===== src/rtl/vga_pkg.sv =====
// vga_pkg: shared constants and types for the VGA layer compositor.
// Colour/count widths, default layer count and config FSM states.
package vga_pkg;

  localparam int RGB_W        = 12;
  localparam int HC_W         = 11;
  localparam int VC_W         = 11;
  localparam int N_LAYERS_DEF = 4;

  localparam logic [RGB_W-1:0] COLOR_BLACK = 12'h000;

  typedef enum logic [1:0] {
    IDLE = 2'd0,
    PEND = 2'd1,
    REL  = 2'd2
  } cfg_state_t;

endpackage


===== src/rtl/itf_vga.sv =====
// itf_vga: one VGA pixel-stream beat (timing plus colour).
// The in/out modports are the consumer and producer views.
interface itf_vga;
  import vga_pkg::*;

  logic [HC_W-1:0]  hcount;
  logic [VC_W-1:0]  vcount;
  logic             hsync;
  logic             vsync;
  logic             hblnk;
  logic             vblnk;
  logic [RGB_W-1:0] rgb;

  modport in (
    input hcount, vcount, hsync, vsync,
    input hblnk, vblnk, rgb
  );

  modport out (
    output hcount, vcount, hsync, vsync,
    output hblnk, vblnk, rgb
  );

endinterface


===== src/rtl/vga_cfg_shadow.sv =====
// vga_cfg_shadow: frame-boundary detector and req/ack shadow config.
// Layer enable and background only change on a vblank rising edge.
module vga_cfg_shadow #(
  parameter int N_LAYERS = 4,
  parameter int RGB_W    = 12
) (
  input  logic                clk,
  input  logic                rst,
  input  logic                vblnk_i,
  input  logic                cfg_req_i,
  input  logic [N_LAYERS-1:0] cfg_enable_i,
  input  logic [RGB_W-1:0]    cfg_bg_rgb_i,
  output logic [N_LAYERS-1:0] act_en_o,
  output logic [RGB_W-1:0]    act_bg_o,
  output logic                cfg_ack_o,
  output logic                frame_start_o
);
  import vga_pkg::*;

  cfg_state_t          state_q, state_d;
  logic                vblnk_q;
  logic                fb;
  logic                load;
  logic [N_LAYERS-1:0] act_en_q, act_en_d;
  logic [RGB_W-1:0]    act_bg_q, act_bg_d;
  logic                ack_q;
  logic                fs_q;

  // vblnk_q resets high so leaving reset inside
  // the active area never looks like a boundary
  assign fb = vblnk_i & ~vblnk_q;

  // next state: arm on request, load on boundary,
  // then wait for the requester to release
  always_comb begin
    state_d = state_q;
    load    = 1'b0;
    unique case (state_q)
      IDLE: begin
        if (cfg_req_i && fb) begin
          load    = 1'b1;
          state_d = REL;
        end else if (cfg_req_i) begin
          state_d = PEND;
        end
      end
      PEND: begin
        if (!cfg_req_i) begin
          state_d = IDLE;
        end else if (fb) begin
          load    = 1'b1;
          state_d = REL;
        end
      end
      REL: begin
        if (!cfg_req_i) begin
          state_d = IDLE;
        end
      end
      default: state_d = IDLE;
    endcase
  end

  // shadow -> active copy on load only
  always_comb begin
    act_en_d = act_en_q;
    act_bg_d = act_bg_q;
    if (load) begin
      act_en_d = cfg_enable_i;
      act_bg_d = cfg_bg_rgb_i;
    end
  end

  // state, active config and registered pulses
  always_ff @(posedge clk) begin
    if (rst) begin
      state_q  <= IDLE;
      vblnk_q  <= 1'b1;
      act_en_q <= '1;
      act_bg_q <= RGB_W'(COLOR_BLACK);
      ack_q    <= 1'b0;
      fs_q     <= 1'b0;
    end else begin
      state_q  <= state_d;
      vblnk_q  <= vblnk_i;
      act_en_q <= act_en_d;
      act_bg_q <= act_bg_d;
      ack_q    <= load;
      fs_q     <= fb;
    end
  end

  assign act_en_o      = act_en_q;
  assign act_bg_o      = act_bg_q;
  assign cfg_ack_o     = ack_q;
  assign frame_start_o = fs_q;

endmodule


===== src/rtl/vga_layer_arbiter.sv =====
// vga_layer_arbiter: fixed-priority layer compositor, one-cycle
// registered VGA output with frame-synchronous configuration.
module vga_layer_arbiter #(
  parameter int N_LAYERS = vga_pkg::N_LAYERS_DEF,
  parameter int RGB_W    = vga_pkg::RGB_W
) (
  input  logic                           clk,
  input  logic                           rst,
  itf_vga.in                             vga_in,
  input  logic [N_LAYERS-1:0][RGB_W-1:0] layer_rgb,
  input  logic [N_LAYERS-1:0]            layer_valid,
  input  logic [N_LAYERS-1:0]            cfg_enable,
  input  logic [RGB_W-1:0]               cfg_bg_rgb,
  input  logic                           cfg_req,
  output logic                           cfg_ack,
  output logic                           frame_start,
  itf_vga.out                            vga_out
);
  import vga_pkg::*;

  logic [N_LAYERS-1:0] act_en;
  logic [RGB_W-1:0]    act_bg;
  logic [RGB_W-1:0]    pix_d, pix_q;
  logic                hit;
  logic [HC_W-1:0]     hc_q;
  logic [VC_W-1:0]     vc_q;
  logic                hs_q, vs_q;
  logic                hb_q, vb_q;
  logic                unused_rgb;

  // incoming colour is replaced by the composite
  assign unused_rgb = ^vga_in.rgb;

  vga_cfg_shadow #(
    .N_LAYERS (N_LAYERS),
    .RGB_W    (RGB_W)
  ) u_shadow (
    .clk           (clk),
    .rst           (rst),
    .vblnk_i       (vga_in.vblnk),
    .cfg_req_i     (cfg_req),
    .cfg_enable_i  (cfg_enable),
    .cfg_bg_rgb_i  (cfg_bg_rgb),
    .act_en_o      (act_en),
    .act_bg_o      (act_bg),
    .cfg_ack_o     (cfg_ack),
    .frame_start_o (frame_start)
  );

  // lowest enabled opaque layer wins; black in blanking
  always_comb begin
    pix_d = act_bg;
    hit   = 1'b0;
    for (int i = 0; i < N_LAYERS; i++) begin
      if (!hit && act_en[i] && layer_valid[i]) begin
        pix_d = layer_rgb[i];
        hit   = 1'b1;
      end
    end
    if (vga_in.hblnk || vga_in.vblnk) begin
      pix_d = RGB_W'(COLOR_BLACK);
    end
  end

  // output pipeline keeps timing aligned with colour
  always_ff @(posedge clk) begin
    if (rst) begin
      pix_q <= '0;
      hc_q  <= '0;
      vc_q  <= '0;
      hs_q  <= 1'b0;
      vs_q  <= 1'b0;
      hb_q  <= 1'b0;
      vb_q  <= 1'b0;
    end else begin
      pix_q <= pix_d;
      hc_q  <= vga_in.hcount;
      vc_q  <= vga_in.vcount;
      hs_q  <= vga_in.hsync;
      vs_q  <= vga_in.vsync;
      hb_q  <= vga_in.hblnk;
      vb_q  <= vga_in.vblnk;
    end
  end

  assign vga_out.rgb    = pix_q;
  assign vga_out.hcount = hc_q;
  assign vga_out.vcount = vc_q;
  assign vga_out.hsync  = hs_q;
  assign vga_out.vsync  = vs_q;
  assign vga_out.hblnk  = hb_q;
  assign vga_out.vblnk  = vb_q;

endmodule


===== src/flat_wrapper.sv =====
// flat-port wrapper written by rule: the top's interface ports become plain ports
module vga_layer_arbiter_flat import vga_pkg::*;
#(
  parameter int N_LAYERS = vga_pkg::N_LAYERS_DEF,
  parameter int RGB_W    = vga_pkg::RGB_W
)
  (clk, rst, layer_rgb, layer_valid, cfg_enable, cfg_bg_rgb, cfg_req, cfg_ack, frame_start, vga_in_hcount, vga_in_vcount, vga_in_hsync, vga_in_vsync, vga_in_hblnk, vga_in_vblnk, vga_in_rgb, vga_out_hcount, vga_out_vcount, vga_out_hsync, vga_out_vsync, vga_out_hblnk, vga_out_vblnk, vga_out_rgb);
  itf_vga vga_in_i ();
  itf_vga vga_out_i ();
  input  logic clk;
  input  logic rst;
  input  logic [N_LAYERS-1:0][RGB_W-1:0] layer_rgb;
  input  logic [N_LAYERS-1:0] layer_valid;
  input  logic [N_LAYERS-1:0] cfg_enable;
  input  logic [RGB_W-1:0] cfg_bg_rgb;
  input  logic cfg_req;
  output logic cfg_ack;
  output logic frame_start;
  input wire logic [$bits(vga_in_i.hcount)-1:0] vga_in_hcount;
  input wire logic [$bits(vga_in_i.vcount)-1:0] vga_in_vcount;
  input wire logic [$bits(vga_in_i.hsync)-1:0] vga_in_hsync;
  input wire logic [$bits(vga_in_i.vsync)-1:0] vga_in_vsync;
  input wire logic [$bits(vga_in_i.hblnk)-1:0] vga_in_hblnk;
  input wire logic [$bits(vga_in_i.vblnk)-1:0] vga_in_vblnk;
  input wire logic [$bits(vga_in_i.rgb)-1:0] vga_in_rgb;
  output wire logic [$bits(vga_out_i.hcount)-1:0] vga_out_hcount;
  output wire logic [$bits(vga_out_i.vcount)-1:0] vga_out_vcount;
  output wire logic [$bits(vga_out_i.hsync)-1:0] vga_out_hsync;
  output wire logic [$bits(vga_out_i.vsync)-1:0] vga_out_vsync;
  output wire logic [$bits(vga_out_i.hblnk)-1:0] vga_out_hblnk;
  output wire logic [$bits(vga_out_i.vblnk)-1:0] vga_out_vblnk;
  output wire logic [$bits(vga_out_i.rgb)-1:0] vga_out_rgb;
  assign vga_in_i.hcount = vga_in_hcount;
  assign vga_in_i.vcount = vga_in_vcount;
  assign vga_in_i.hsync = vga_in_hsync;
  assign vga_in_i.vsync = vga_in_vsync;
  assign vga_in_i.hblnk = vga_in_hblnk;
  assign vga_in_i.vblnk = vga_in_vblnk;
  assign vga_in_i.rgb = vga_in_rgb;
  assign vga_out_hcount = vga_out_i.hcount;
  assign vga_out_vcount = vga_out_i.vcount;
  assign vga_out_hsync = vga_out_i.hsync;
  assign vga_out_vsync = vga_out_i.vsync;
  assign vga_out_hblnk = vga_out_i.hblnk;
  assign vga_out_vblnk = vga_out_i.vblnk;
  assign vga_out_rgb = vga_out_i.rgb;
  vga_layer_arbiter #(.N_LAYERS(N_LAYERS), .RGB_W(RGB_W)) u_core (.clk(clk), .rst(rst), .vga_in(vga_in_i), .layer_rgb(layer_rgb), .layer_valid(layer_valid), .cfg_enable(cfg_enable), .cfg_bg_rgb(cfg_bg_rgb), .cfg_req(cfg_req), .cfg_ack(cfg_ack), .frame_start(frame_start), .vga_out(vga_out_i));
endmodule

===== config.mk =====
export PLATFORM = sky130hd
export DESIGN_NAME = vga_layer_arbiter_flat
export DESIGN_NICKNAME = d
export VERILOG_FILES = /design/src/rtl/vga_pkg.sv /design/src/rtl/itf_vga.sv /design/src/rtl/vga_cfg_shadow.sv /design/src/rtl/vga_layer_arbiter.sv /design/src/flat_wrapper.sv
export SDC_FILE = /design/constraint.sdc
export NUM_CORES = 1
export LEC_CHECK = 0
export BUFFER_PORTS_ARGS = -buffer_cell sky130_fd_sc_hd__buf_2
export CORE_MARGIN = 5
export CORE_UTILIZATION = 44
export DETAILED_ROUTE_END_ITERATION = 6
export GPL_ROUTABILITY_DRIVEN = 0
export PLACE_DENSITY = 0.84
export RECOVER_POWER = 100
export REMOVE_ABC_BUFFERS = 1
export SYNTH_ARGS = -nofsm -noshare
export SYNTH_HDL_FRONTEND = slang
export SYNTH_SLANG_ARGS = --single-unit

===== constraint.sdc =====
create_clock -name clk -period 2.3 [get_ports clk]
set_input_delay 0.115 -clock clk [delete_from_list [all_inputs] [get_ports clk]]
set_output_delay 0.115 -clock clk [all_outputs]
set_load 0.03 [all_outputs]

==> results_dict.tcl <==
set metrics [dict create \
    synthTopCellsByArea "dfxtp_1 (54%), nand2_1 (8.0%), nor2b_1 (7.4%), mux2i_1 (5.4%), a211o_1 (4.8%)" \
    io_pins 149 \
    rows 25 \
    drive_above_1_share_pct 29.3 \
    synth-edff-count 0 \
    worstSetupPathType "flop to flop" \
    num_antenna_cells 0 \
    wl_per_cell_um 16.0 \
    cts.repair.resized 0 \
    cts_sinks 59 \
    start_util_pct 46.1 \
    async_flop_share_pct 0 \
    die_w_um 80.8 \
    worst-r2r-setup-slack_ps 500 \
    num_vias 2325 \
    postRouteAntennaNets 0 \
    grt_start_max_net_pins 45 \
    ys_ff_latch 59 \
    finalMaxSlewViolations 45 \
    max_stage_delay_ps 350 \
    yosysMostFrequentCell "dfxtp_1" \
    total_power_mw 2.48 \
    synth-compound-area-share_pct 13.8 \
    clk_pin_slew_worst_paths_ps 70 \
    drc 0 \
    clk_latency_ps 340 \
    required_ps 2570 \
    drtIter0Drc 108 \
    io_buffers 136 \
    hold_ws_ps 12.8 \
    yosys_warnings 0 \
    grt_first_pass_wirelength_um 11400 \
    instances_no_fill 470 \
    fillers 412 \
    first_pass_iters 4 \
    final.setup.tns_ps 0 \
    grt.total_usage_pct 23.8 \
    cts_tree "built" \
    grt_pass1_vias 2423 \
    die_h_um 80.8 \
    arrival_ps 2070 \
    rsz0062_at_grt "false" \
    regArea_um2 1180 \
    cts_buffers 9 \
    setup_viol 0 \
    start_kind "flop" \
    max_cap_violations 1 \
    nets 508 \
    powerDensity_nw_per_um2 750 \
    die_area_um2 6530 \
    hold_viol 0 \
    synth.distinct_cells 24 \
    synth_top_area_share_pct 53.6 \
    avgSynthCellArea_um2 9.15 \
    synthMuxAreaShare_pct 5.45 \
    post-dp-hpwl_um 4610 \
    reg2regPathDepth 5 \
    synth_fa_ha_area_share_pct 0 \
    coreArea_um2 4790 \
    multiInputGateArea_um2 931 \
    worstPathMaxFanout 24 \
    area_delta_synth_final_pct 50.0 \
    ys_top_cells_by_count "dfxtp_1 (59), nand2_1 (47), nor2b_1 (26), nor2_1 (15), a21oi_1 (13)" \
    grt-ovfl-total 0 \
    violations "capacitance limit, slew limit" \
    p_leak_nw 1.49 \
    synth_xor_xnor_area_share_pct 0 \
    yosys.area.top_type "dfxtp_1" \
    ys.flop_type "dfxtp_1" \
    hold_depth 3 \
    synth_cells 241 \
    synth_top_family_by_area "simple AND/OR/NAND/NOR gates" \
    cts.root.buffer_cell "clkbuf_8" \
    skew_ps 6.96 \
    endpoint_kind "flop" \
    wl_um 7520 \
    tightest_slew_ps 1830 \
    ys_seq_area_share_pct 53.6 \
    syn_area_um2 2200 \
    synthSimpleGateAreaFrac_pct 22.9 \
    fmax_ghz 0.555 \
    status "finished, violations left" \
    via_per_inst 4.95 \
    period_needed_ps 1800 \
    slowest_stage "dfxtp_1" \
    period_share_pct 78.3 \
    grt_antenna_before_repair 0 \
    ir_drop_uv 435 \
    ctsHtreeMaxLevel 3 \
    cts_max_path_buffers 2 \
    hp-class "input port to flop" \
    placed_cells 432 \
    crit_chain "nand2_2, and3b_1, clkbuf_2, a211o_1, a31oi_1" \
    max_slew_margin_pct -21.8 \
]
-- stage by stage --
step	utilization, %	instance area, um^2	setup slack, ps
final	69.1	3310	498
after floorplan	-	2120	695
after detailed placement	61.0	2920	701
after CTS	69.6	3330	681
after global routing	69.1	3310	335
after global placement	61.0	2920	724
-- where the power goes --
| group | total, mW | switching [mW] | internal [mW] |
|---|---|---|---|
| sequential | 1.08 | 0.0156 | 1.06 |
| clock | 1.05 | 0.419 | 0.629 |
| combinational | 0.352 | 0.194 | 0.158 |
| total | 2.48 | 0.629 | 1.85 |
-- layout by cell type, fill, tap and decap left out --
cell and n:
clkinvlp_4 1, a31oi_1 12, buf_4 3, and3b_1 1, dlygate4sd3_1 23, nand2_1 47
clkbuf_8 10, clkinv_2 2, nor2_1 15, bufinv_16 2, clkbuf_1 41, a21oi_1 13
mux2i_1 12, dfxtp_1 59, inv_1 1, nand2b_1 2, o21ai_0 12, nand4b_1 1
a211o_1 12, clkbuf_2 1, nor2b_1 26, or2_0 1, nor3_1 1, nand3b_1 4
buf_2 96, nor3b_2 1, nand2_2 2, nor3b_1 1, and2_0 1
-- path summary, 6_finish.rpt --
| check | from | to |
|---|---|---|
| worst min register to register | u_core.u_shadow.act_bg_o[8] | u_core.u_shadow.act_bg_o[8] |
| worst max-delay path | u_core.u_shadow.act_en_o[1] | u_core.vga_out.rgb[1] |
| worst max register to register | u_core.u_shadow.act_en_o[1] | u_core.vga_out.rgb[1] |
| worst min-delay path | cfg_bg_rgb[1] | u_core.u_shadow.act_bg_o[1] |
-- per-layer routing --
layer / wire, um / vias to the layer above / GRT usage [%]
met2: 3600 / 118 / 39.6
met5: 0 / - / 0
met4: 204 / 0 / 13.0
met1: 2860 / 1064 / 24.8
met3: 859 / 19 / 11.4
li1: - / 1124 / -
-- area by class of cell --
| class | instances | share of cell area (%) |
|---|---|---|
| well taps | 67 | 2.53 |
| flip-flops and latches | 59 | 35.7 |
| clock inverters | 5 | 2.35 |
| inverters | 1 | 0.114 |
| multi-input cells | 164 | 28.1 |
| clock buffers | 10 | 4.16 |
| repair buffers | 164 | 27.0 |
-- flip-flops by register name (all words and copies together), names as in the netlist --
signal / flops
u_core.vga_out.hblnk: 1
u_core.vga_out.vsync: 1
u_core.u_shadow.vblnk_q: 1
u_core.vga_out.rgb: 12
u_core.u_shadow.state_q: 2
u_core.u_shadow.act_bg_o: 12
u_core.u_shadow.act_en_o: 4
u_core.vga_out.vcount: 11
u_core.u_shadow.cfg_ack_o: 1
u_core.vga_out.hsync: 1
u_core.u_shadow.frame_start_o: 1
u_core.vga_out.vblnk: 1
u_core.vga_out.hcount: 11
-- worst max-delay path: cells and delay by family, from the launching register on --
family                 cells  cell delay, ps
DFF                        1             350
and+or+nand+nor            2             550
AOI/OAI and AO/OA          2             480
buffers and inverters      1             320
-- cell families after synthesis --
group                  after synthesis
AO/OA/AOI/OAI                       49
multiplexers                        12
buffers and inverters               18
AND/OR/NAND/NOR                    103
flip-flops                          59
-- what timing repair did --
item / in CTS / in global routing
hold buffers: 20 / 3
buffers inserted: 0 / 0
endpoints found under the hold margin: 20 / 3
Power figures use the tool's default switching activity.
